[config.mk]
export PLATFORM = sky130hd
export DESIGN_NAME = axil_switch_led_top
export DESIGN_NICKNAME = d
export VERILOG_FILES = /design/src/rtl/axil_switch_led.sv
export SDC_FILE = /design/constraint.sdc
export NUM_CORES = 1
export LEC_CHECK = 0
export CAP_MARGIN = 15
export CELL_PAD_IN_SITES_DETAIL_PLACEMENT = 1
export CELL_PAD_IN_SITES_GLOBAL_PLACEMENT = 2
export CORE_MARGIN = 5
export CORE_UTILIZATION = 41
export DETAILED_ROUTE_END_ITERATION = 16
export MAX_ROUTING_LAYER = met4
export PLACE_DENSITY_LB_ADDON = 0.25
export REMOVE_ABC_BUFFERS = 1
export SLEW_MARGIN = 0
export SYNTH_ARGS = -nofsm -noshare
export SYNTH_HDL_FRONTEND = slang
export SYNTH_SLANG_ARGS = --single-unit
[constraint.sdc]
create_clock -name sysclk -period 4.25 [get_ports sysclk]
set_input_delay 0.425 -clock sysclk [delete_from_list [all_inputs] [get_ports sysclk]]
set_output_delay 0.425 -clock sysclk [all_outputs]
set_load 0.02 [all_outputs]
[src/rtl/axil_switch_led.sv]
// Switch-to-LED demonstrator: a small AXI4-Lite master writes the synchronised switch
// level into a 4-register AXI4-Lite slave, reads it back, and drives the LED from bit 0.
module axil_switch_led_top #(
  parameter int ADDR_WIDTH   = 4,
  parameter int DATA_WIDTH   = 32,
  parameter int SYNC_STAGES  = 2,
  parameter int LED_REG_ADDR = 0
) (
  input  logic sysclk,
  input  logic rst_n,
  input  logic sw,
  output logic led
);

  localparam int STRB_WIDTH = DATA_WIDTH / 8;
  localparam logic [ADDR_WIDTH-1:0] REG_ADDR = ADDR_WIDTH'(LED_REG_ADDR);

  typedef enum logic [2:0] {
    IDLE,
    WR_ADDR_DATA,
    WR_RESP,
    RD_ADDR,
    RD_DATA
  } state_t;

  state_t state_q, state_d;

  logic [SYNC_STAGES-1:0] sync_q;
  logic                   sw_s;
  logic                   last_written;
  logic [DATA_WIDTH-1:0]  wr_data_q;
  logic                   aw_done, w_done;

  logic                   awvalid, awready, wvalid, wready, bvalid, bready;
  logic                   arvalid, arready, rvalid, rready;
  logic [ADDR_WIDTH-1:0]  awaddr, araddr;
  logic [DATA_WIDTH-1:0]  wdata, rdata;
  logic [STRB_WIDTH-1:0]  wstrb;
  logic [1:0]             bresp, rresp;
  logic                   aw_hs, w_hs;

  logic [DATA_WIDTH-1:0]  regs [4];
  logic [1:0]             aw_idx_q;
  logic [DATA_WIDTH-1:0]  w_data_q;
  logic [STRB_WIDTH-1:0]  w_strb_q;
  logic                   aw_got, w_got;
  logic [1:0]             wr_idx;
  logic [DATA_WIDTH-1:0]  wr_data_eff;
  logic [STRB_WIDTH-1:0]  wr_strb_eff;
  logic                   unused_bits;

  assign sw_s = sync_q[SYNC_STAGES-1];

  always_ff @(posedge sysclk or negedge rst_n) begin
    if (!rst_n) begin
      sync_q <= '0;
    end else begin
      sync_q <= {sync_q[SYNC_STAGES-2:0], sw};
    end
  end

  // Master VALID/READY decode purely from registered state, never from the slave's READY.
  assign awvalid = (state_q == WR_ADDR_DATA) && !aw_done;
  assign wvalid  = (state_q == WR_ADDR_DATA) && !w_done;
  assign bready  = (state_q == WR_RESP);
  assign arvalid = (state_q == RD_ADDR);
  assign rready  = (state_q == RD_DATA);
  assign awaddr  = REG_ADDR;
  assign araddr  = REG_ADDR;
  assign wdata   = wr_data_q;
  assign wstrb   = '1;
  assign aw_hs   = awvalid && awready;
  assign w_hs    = wvalid && wready;

  always_comb begin
    state_d = state_q;
    case (state_q)
      IDLE:         if (sw_s != last_written) state_d = WR_ADDR_DATA;
      WR_ADDR_DATA: if ((aw_done || aw_hs) && (w_done || w_hs)) state_d = WR_RESP;
      WR_RESP:      if (bvalid) state_d = RD_ADDR;
      RD_ADDR:      if (arready) state_d = RD_DATA;
      RD_DATA:      if (rvalid) state_d = IDLE;
      default:      state_d = IDLE;
    endcase
  end

  always_ff @(posedge sysclk or negedge rst_n) begin
    if (!rst_n) begin
      state_q      <= IDLE;
      last_written <= 1'b0;
      wr_data_q    <= '0;
      aw_done      <= 1'b0;
      w_done       <= 1'b0;
      led          <= 1'b0;
    end else begin
      state_q <= state_d;
      if (state_q == IDLE && state_d == WR_ADDR_DATA) begin
        wr_data_q    <= {{(DATA_WIDTH-1){1'b0}}, sw_s};
        last_written <= sw_s;
      end
      if (state_q == WR_ADDR_DATA && state_d == WR_RESP) begin
        aw_done <= 1'b0;
        w_done  <= 1'b0;
      end else begin
        if (aw_hs) aw_done <= 1'b1;
        if (w_hs)  w_done  <= 1'b1;
      end
      if (state_q == RD_DATA && rvalid) led <= rdata[0];
    end
  end

  // Slave: AW and W may arrive in either order; the write commits once both are held.
  assign awready     = awvalid && !aw_got && !bvalid;
  assign wready      = wvalid && !w_got && !bvalid;
  assign wr_idx      = aw_hs ? awaddr[3:2] : aw_idx_q;
  assign wr_data_eff = w_hs ? wdata : w_data_q;
  assign wr_strb_eff = w_hs ? wstrb : w_strb_q;
  assign bresp       = 2'b00;
  assign rresp       = 2'b00;

  always_ff @(posedge sysclk or negedge rst_n) begin
    if (!rst_n) begin
      for (int i = 0; i < 4; i++) regs[i] <= '0;
      aw_idx_q <= '0;
      w_data_q <= '0;
      w_strb_q <= '0;
      aw_got   <= 1'b0;
      w_got    <= 1'b0;
      bvalid   <= 1'b0;
    end else begin
      if (aw_hs) begin
        aw_idx_q <= awaddr[3:2];
        aw_got   <= 1'b1;
      end
      if (w_hs) begin
        w_data_q <= wdata;
        w_strb_q <= wstrb;
        w_got    <= 1'b1;
      end
      if ((aw_got || aw_hs) && (w_got || w_hs) && !bvalid) begin
        for (int b = 0; b < STRB_WIDTH; b++) begin
          if (wr_strb_eff[b]) regs[wr_idx][8*b +: 8] <= wr_data_eff[8*b +: 8];
        end
        aw_got <= 1'b0;
        w_got  <= 1'b0;
        bvalid <= 1'b1;
      end else if (bvalid && bready) begin
        bvalid <= 1'b0;
      end
    end
  end

  // Read path: ARREADY one cycle after ARVALID, RVALID the cycle after the AR handshake.
  always_ff @(posedge sysclk or negedge rst_n) begin
    if (!rst_n) begin
      arready <= 1'b0;
      rvalid  <= 1'b0;
      rdata   <= '0;
    end else begin
      arready <= arvalid && !arready && !rvalid;
      if (arvalid && arready) begin
        rvalid <= 1'b1;
        rdata  <= regs[araddr[3:2]];
      end else if (rvalid && rready) begin
        rvalid <= 1'b0;
      end
    end
  end

  assign unused_bits = ^{awaddr[1:0], araddr[1:0], rdata[DATA_WIDTH-1:1], bresp, rresp};

endmodule

# == Word level (Yosys, flattened, before mapping) ==
# Cells that the tools add are included.
# totals
input_bits,3
wordCells,104
output_inout_bits,1
reg_bits,181
# classes
bitwise,1
n_mux,38
order_cmp,2
eq_ne,7
n_reduce_logical,37
# ops
cell,n
128-bit two-way mux,7
128-bit bitwise mux,4
32-bit demux with 2-bit select,4
32-bit two-way mux,2
24-bit two-way mux,1
1-bit logical AND,19
16-bit two-way mux,1
3-bit two-way mux,5
3-bit one-hot mux with 5 select lines,1
2-bit nonzero test,6
1-bit two-way mux,10
"3-bit by 2-bit == test with 1-bit output, second input constant",3
8-bit two-way mux,1
1-bit zero test,7
"3-bit by 1-bit == test with 1-bit output, second input constant",2
1-bit logical OR,4
4-bit two-way mux,1
"3-bit == test, second input constant",1
"3-bit greater-or-equal comparator, second input constant",1
3-bit zero test,1
"3-bit by 1-bit less-than comparator with 1-bit output, second input constant",1
2-bit inverter with 3-bit output,1
2-bit two-way mux,1
1-bit inequality test,1

# == Longest topological paths before layout ==
# depth
depth_word,22
depth_mapped,5
ltp_nobuf,4

# == Worst setup path after synthesis ==
# Ideal clock, no wire load.
# synth_path
kind,register to register
startpoint,reg bvalid
endpoint,reg regs[96] (netlist name)
path_buffers,0
slack_ns,2.209
arrival_time_ns,1.916
period_less_slack_ns,2.041
required_time_ns,4.125
stages_incl_launch_ff,5
setup_ns,0.125
path_cell_list,dfrtp_1 or4b_4 or3_4 a221oi_2 mux2_4
# synth_via
elab_chain_cells,20
elab_cells_between_ends,32
classes_between,order compare: 2; mux: 19; bitwise: 1; reduce/logical: 10
# synth_rtl
item,line_no,rtl
start: declaration,34,"logic awvalid, awready, wvalid, wready, bvalid, bready;"
start signal: assignment,129,bvalid <= 1'b0;
start signal: assignment,146,bvalid <= 1'b1;
start signal: assignment,148,bvalid <= 1'b0;
1-bit zero test (*),"113, 114, 140",
1-bit logical AND,113,assign awready = awvalid && !aw_got && !bvalid;
1-bit logical AND,72,assign aw_hs = awvalid && awready;
2-bit two-way mux,-,
2-bit inverter with 3-bit output,-,
3-bit greater-or-equal comparator / 3-bit by 1-bit less-than comparator with 1-bit output (equally long branches),-,
1-bit logical AND,-,
8-bit two-way mux,-,
[4 not listed],-,
128-bit bitwise mux,-,
128-bit two-way mux,142,if (wr_strb_eff[b]) regs[wr_idx][8*b +: 8] <= wr_data_eff[8*b +: 8];
128-bit two-way mux,-,
128-bit bitwise mux,-,
128-bit two-way mux,142,
128-bit two-way mux,140,if ((aw_got || aw_hs) && (w_got || w_hs) && !bvalid) begin
128-bit bitwise mux,-,
128-bit two-way mux,142,
end signal: indexed assignment,142,
end: declaration,42,logic [DATA_WIDTH-1:0] regs [4];
# Mark *: on every way between the ends. The rest lies on a longest branch, timed or not. The select of a mux whose other input is x is not followed.
# A chain may end at the register's enable or synchronous reset.

# == Final worst setup path ==
# layout_path
startpoint,reg state_q[1]
endpoint,reg regs[96] (netlist name)
# layout_via
elab_chain_cells,22
elab_cells_between_ends,36
classes_between,order compare: 2; eq/ne: 1; mux: 19; bitwise: 1; reduce/logical: 13
# layout_rtl
item,line_no,rtl
start: declaration,26,"state_t state_q, state_d;"
start signal: assignment,96,state_q <= state_d;
3-bit by 1-bit == test with 1-bit output (*),"63, 64",
1-bit logical AND,63,assign awvalid = (state_q == WR_ADDR_DATA) && !aw_done;
1-bit logical AND (2 in series),113,
1-bit logical AND,72,
2-bit two-way mux,-,
2-bit inverter with 3-bit output,-,
3-bit greater-or-equal comparator / 3-bit by 1-bit less-than comparator with 1-bit output (equally long branches),-,
1-bit logical AND,-,
[5 not listed],-,
128-bit bitwise mux,-,
128-bit two-way mux,142,
128-bit two-way mux,-,
128-bit bitwise mux,-,
128-bit two-way mux,142,
128-bit two-way mux,140,
128-bit bitwise mux,-,
128-bit two-way mux,142,
# Marks and branches as above.

==> flow_summary.json <==
{
  "die-area_mm2": 0.00325,
  "worstHoldStart": "sync_q[0]$_DFF_PN0_",
  "r2r_end": "regs[96]$_DFFE_PN0P_",
  "multi_input_area_um2": 380,
  "die_h_um": 57.0,
  "arrival_ns": 2.44,
  "synth_cells": 84,
  "die_w_um": 57.0,
  "clkTransAtPathRegs_ns": 0.11,
  "grt_use_met3": 0.0294,
  "rrSetupSlack_ns": 2.01,
  "antenna_found_initial": 0,
  "grt_use_total": 0.122,
  "grt_max_degree": 21,
  "rsz0062_at_grt": "no",
  "fin_tns_setup_ns": 0,
  "dr.first_iter.drc_count": 9,
  "place_area_um2": 961,
  "grt_pass1_wl_um": 2980,
  "final_cell_mix": "dfrtp_1 (20), nand2_1 (9), o21ai_0 (8), nor2_1 (7), inv_1 (4)",
  "firstDrtPassIters": 3,
  "power_density_mw_per_mm2": 481,
  "period_minus_slack_ns": 2.24,
  "r2r-start": "state_q[1]$_DFF_PN0_",
  "cts_made_buffers": 3,
  "max-cap-violations": 0,
  "top_register": "state_q",
  "synth-seq-cells": 20,
  "grt_pass1_vias": 640,
  "final_layout_size_suffix_gt1_frac": 0.170,
  "min_to": "sync_q[1]$_DFF_PN0_",
  "syn_to_final_growth_pct": 11.7,
  "holdPathStages": 0,
  "synth-seq-area-share": 0.552,
  "status": "finished, final reports clean",
  "clock_sinks": 20,
  "path_max_fanout": 14,
  "wl_per_cell_um": 14.5,
  "synth-edff-count": 0,
  "place_ws_ns": 2.03,
  "cp.required_ns": 4.44,
  "final.setup_skew_ns": 0.00570,
  "drc": 0,
  "via_per_inst": 5.24,
  "insertion_delay_ns": 0.30,
  "tightest_slew_ns": 0.910,
  "gp_congestion": 0.778,
  "fin_area_mm2": 0.00101,
  "post-route-util": 0.467,
  "synth_compound_area_frac": 0.148,
  "cts_setup_buffers": 0,
  "synthXorXnorAreaFrac": 0.00966,
  "hp-class": "flop to flop",
  "met2_usage": 0.186,
  "synth_area_um2": 907,
  "yosysUniqueCellTypes": 30,
  "drv_slew": 0,
  "max_freq_ghz": 0.446,
  "synthAdderAreaFrac": 0,
  "synth_flop_cell": "dfrtp_1",
  "seq_area_um2": 500,
  "reg_top3": "state_q x3, aw_idx_q x2, sync_q x2",
  "power.leakage_nw": 0.433,
  "cts_tree": "built",
  "fin_crit_sh": 0.527,
  "largest_reg_flops": 3,
  "cts_resized": 0,
  "finalSetupViolCount": 0,
  "critPathKind": "flop to flop",
  "cts_max_path_buffers": 2,
  "ir_drop_mv": 0.218,
  "fin_ws_ns": 2.01,
  "use_met1": 0.155,
  "antenna_left": 0,
  "relSlewSlack": 0.392,
  "startpoint_type": "flop",
  "wl_um": 1690,
  "io_buffers": 3,
  "synth_top_family_by_area": "simple AND/OR/NAND/NOR gates",
  "synth-simple-area-share": 0.192,
  "layout.nets": 92,
  "initial_core_util": 0.418,
  "grt-busiest-layer": "met2",
  "num_rows": 17,
  "fillerInstances": 252,
  "dp_hpwl_um": 1180,
  "reg2reg_depth": 4,
  "synthArstFlopShare": 1.00,
  "synthMuxAreaShare": 0.0703,
  "htree_levels": 1,
  "hold_viol_final": 0,
  "cts_hold_buf": 0,
  "final_common_cell": "dfrtp_1",
  "n_antenna_cell": 0,
  "vias": 608,
  "yosysWarnings": 0,
  "grt-ovfl-total": 0,
  "cts_root_buf": "clkbuf_4",
  "worstSetupEndpointType": "flop",
  "synth.avg_cell_area_um2": 10.8,
  "fp.coreArea_mm2": 0.00217,
  "ios": 4
}
[worst max-delay path by stage]
stage	start	end	slack [ns]	depth (start not counted)
after floorplan	state_q[1]$_DFF_PN0_	regs[96]$_DFFE_PN0P_	2.13	4
after global placement	state_q[1]$_DFF_PN0_	regs[96]$_DFFE_PN0P_	2.05	4
after detailed placement	state_q[1]$_DFF_PN0_	regs[96]$_DFFE_PN0P_	2.03	4
after CTS	state_q[1]$_DFF_PN0_	regs[96]$_DFFE_PN0P_	2.02	4
after global routing	state_q[1]$_DFF_PN0_	regs[96]$_DFFE_PN0P_	1.91	4
final	state_q[1]$_DFF_PN0_	regs[96]$_DFFE_PN0P_	2.01	4
[metrics by stage]
step,power [mW],cells,hold WS (ns)
final,0.487,116,0.364
after global routing,0.521,116,0.385
after CTS,0.495,116,0.368
after detailed placement,0.340,112,0.339
after global placement,0.337,112,0.338
after floorplan,0.312,81,0.129
[kinds of logic after synthesis]
kind of cell           Yosys count
multiplexers                     5
AND/OR/NAND/NOR                 32
buffers and inverters            7
flip-flops                      20
AO/OA/AOI/OAI                   19
XOR/XNOR                         1
[layout make-up]
class	instances	share of cell area
clock buffer	3	0.0222
clock inverter	1	0.0296
inverter	4	0.0148
multi-input combinational	57	0.375
sequential	20	0.494
tap	28	0.0346
timing repair buffer	3	0.0296
[metal layers]
metal	vias up	part of all wire	routed length (µm)
li1	305	-	-
met1	297	0.48	818
met2	4	0.49	819
met3	2	0.025	42
met4	0	0.0036	6
met5	-	0	0
[Yosys cell counts, types with 2 or more instances]
cell type	number	area, µm²
inv_1	4	15.0
nand3_1	2	10.0
nor2b_1	2	12.5
and2_1	2	12.5
o21ai_0	8	40.0
mux2_4	2	30.0
nor2_1	7	26.3
nor3_1	2	10.0
clkbuf_1	3	11.3
mux2_2	3	33.8
dfrtp_1	20	500
nor4b_1	2	17.5
a21oi_1	2	10.0
nand2_1	9	33.8
[report_power, final]
group	total [mW]	internal, mW	switching (mW)
Sequential	0.253	0.219	0.0339
Clock	0.153	0.0953	0.0574
Combinational	0.0816	0.0466	0.0350
Total	0.487	0.361	0.126
[critical path: stages (launching register included)]
cell and delay (ns):
dfrtp_1 0.53, or4b_4 0.62, or3_4 0.37, a221oi_2 0.31, mux2_4 0.32
Power figures use the tool's default switching activity.
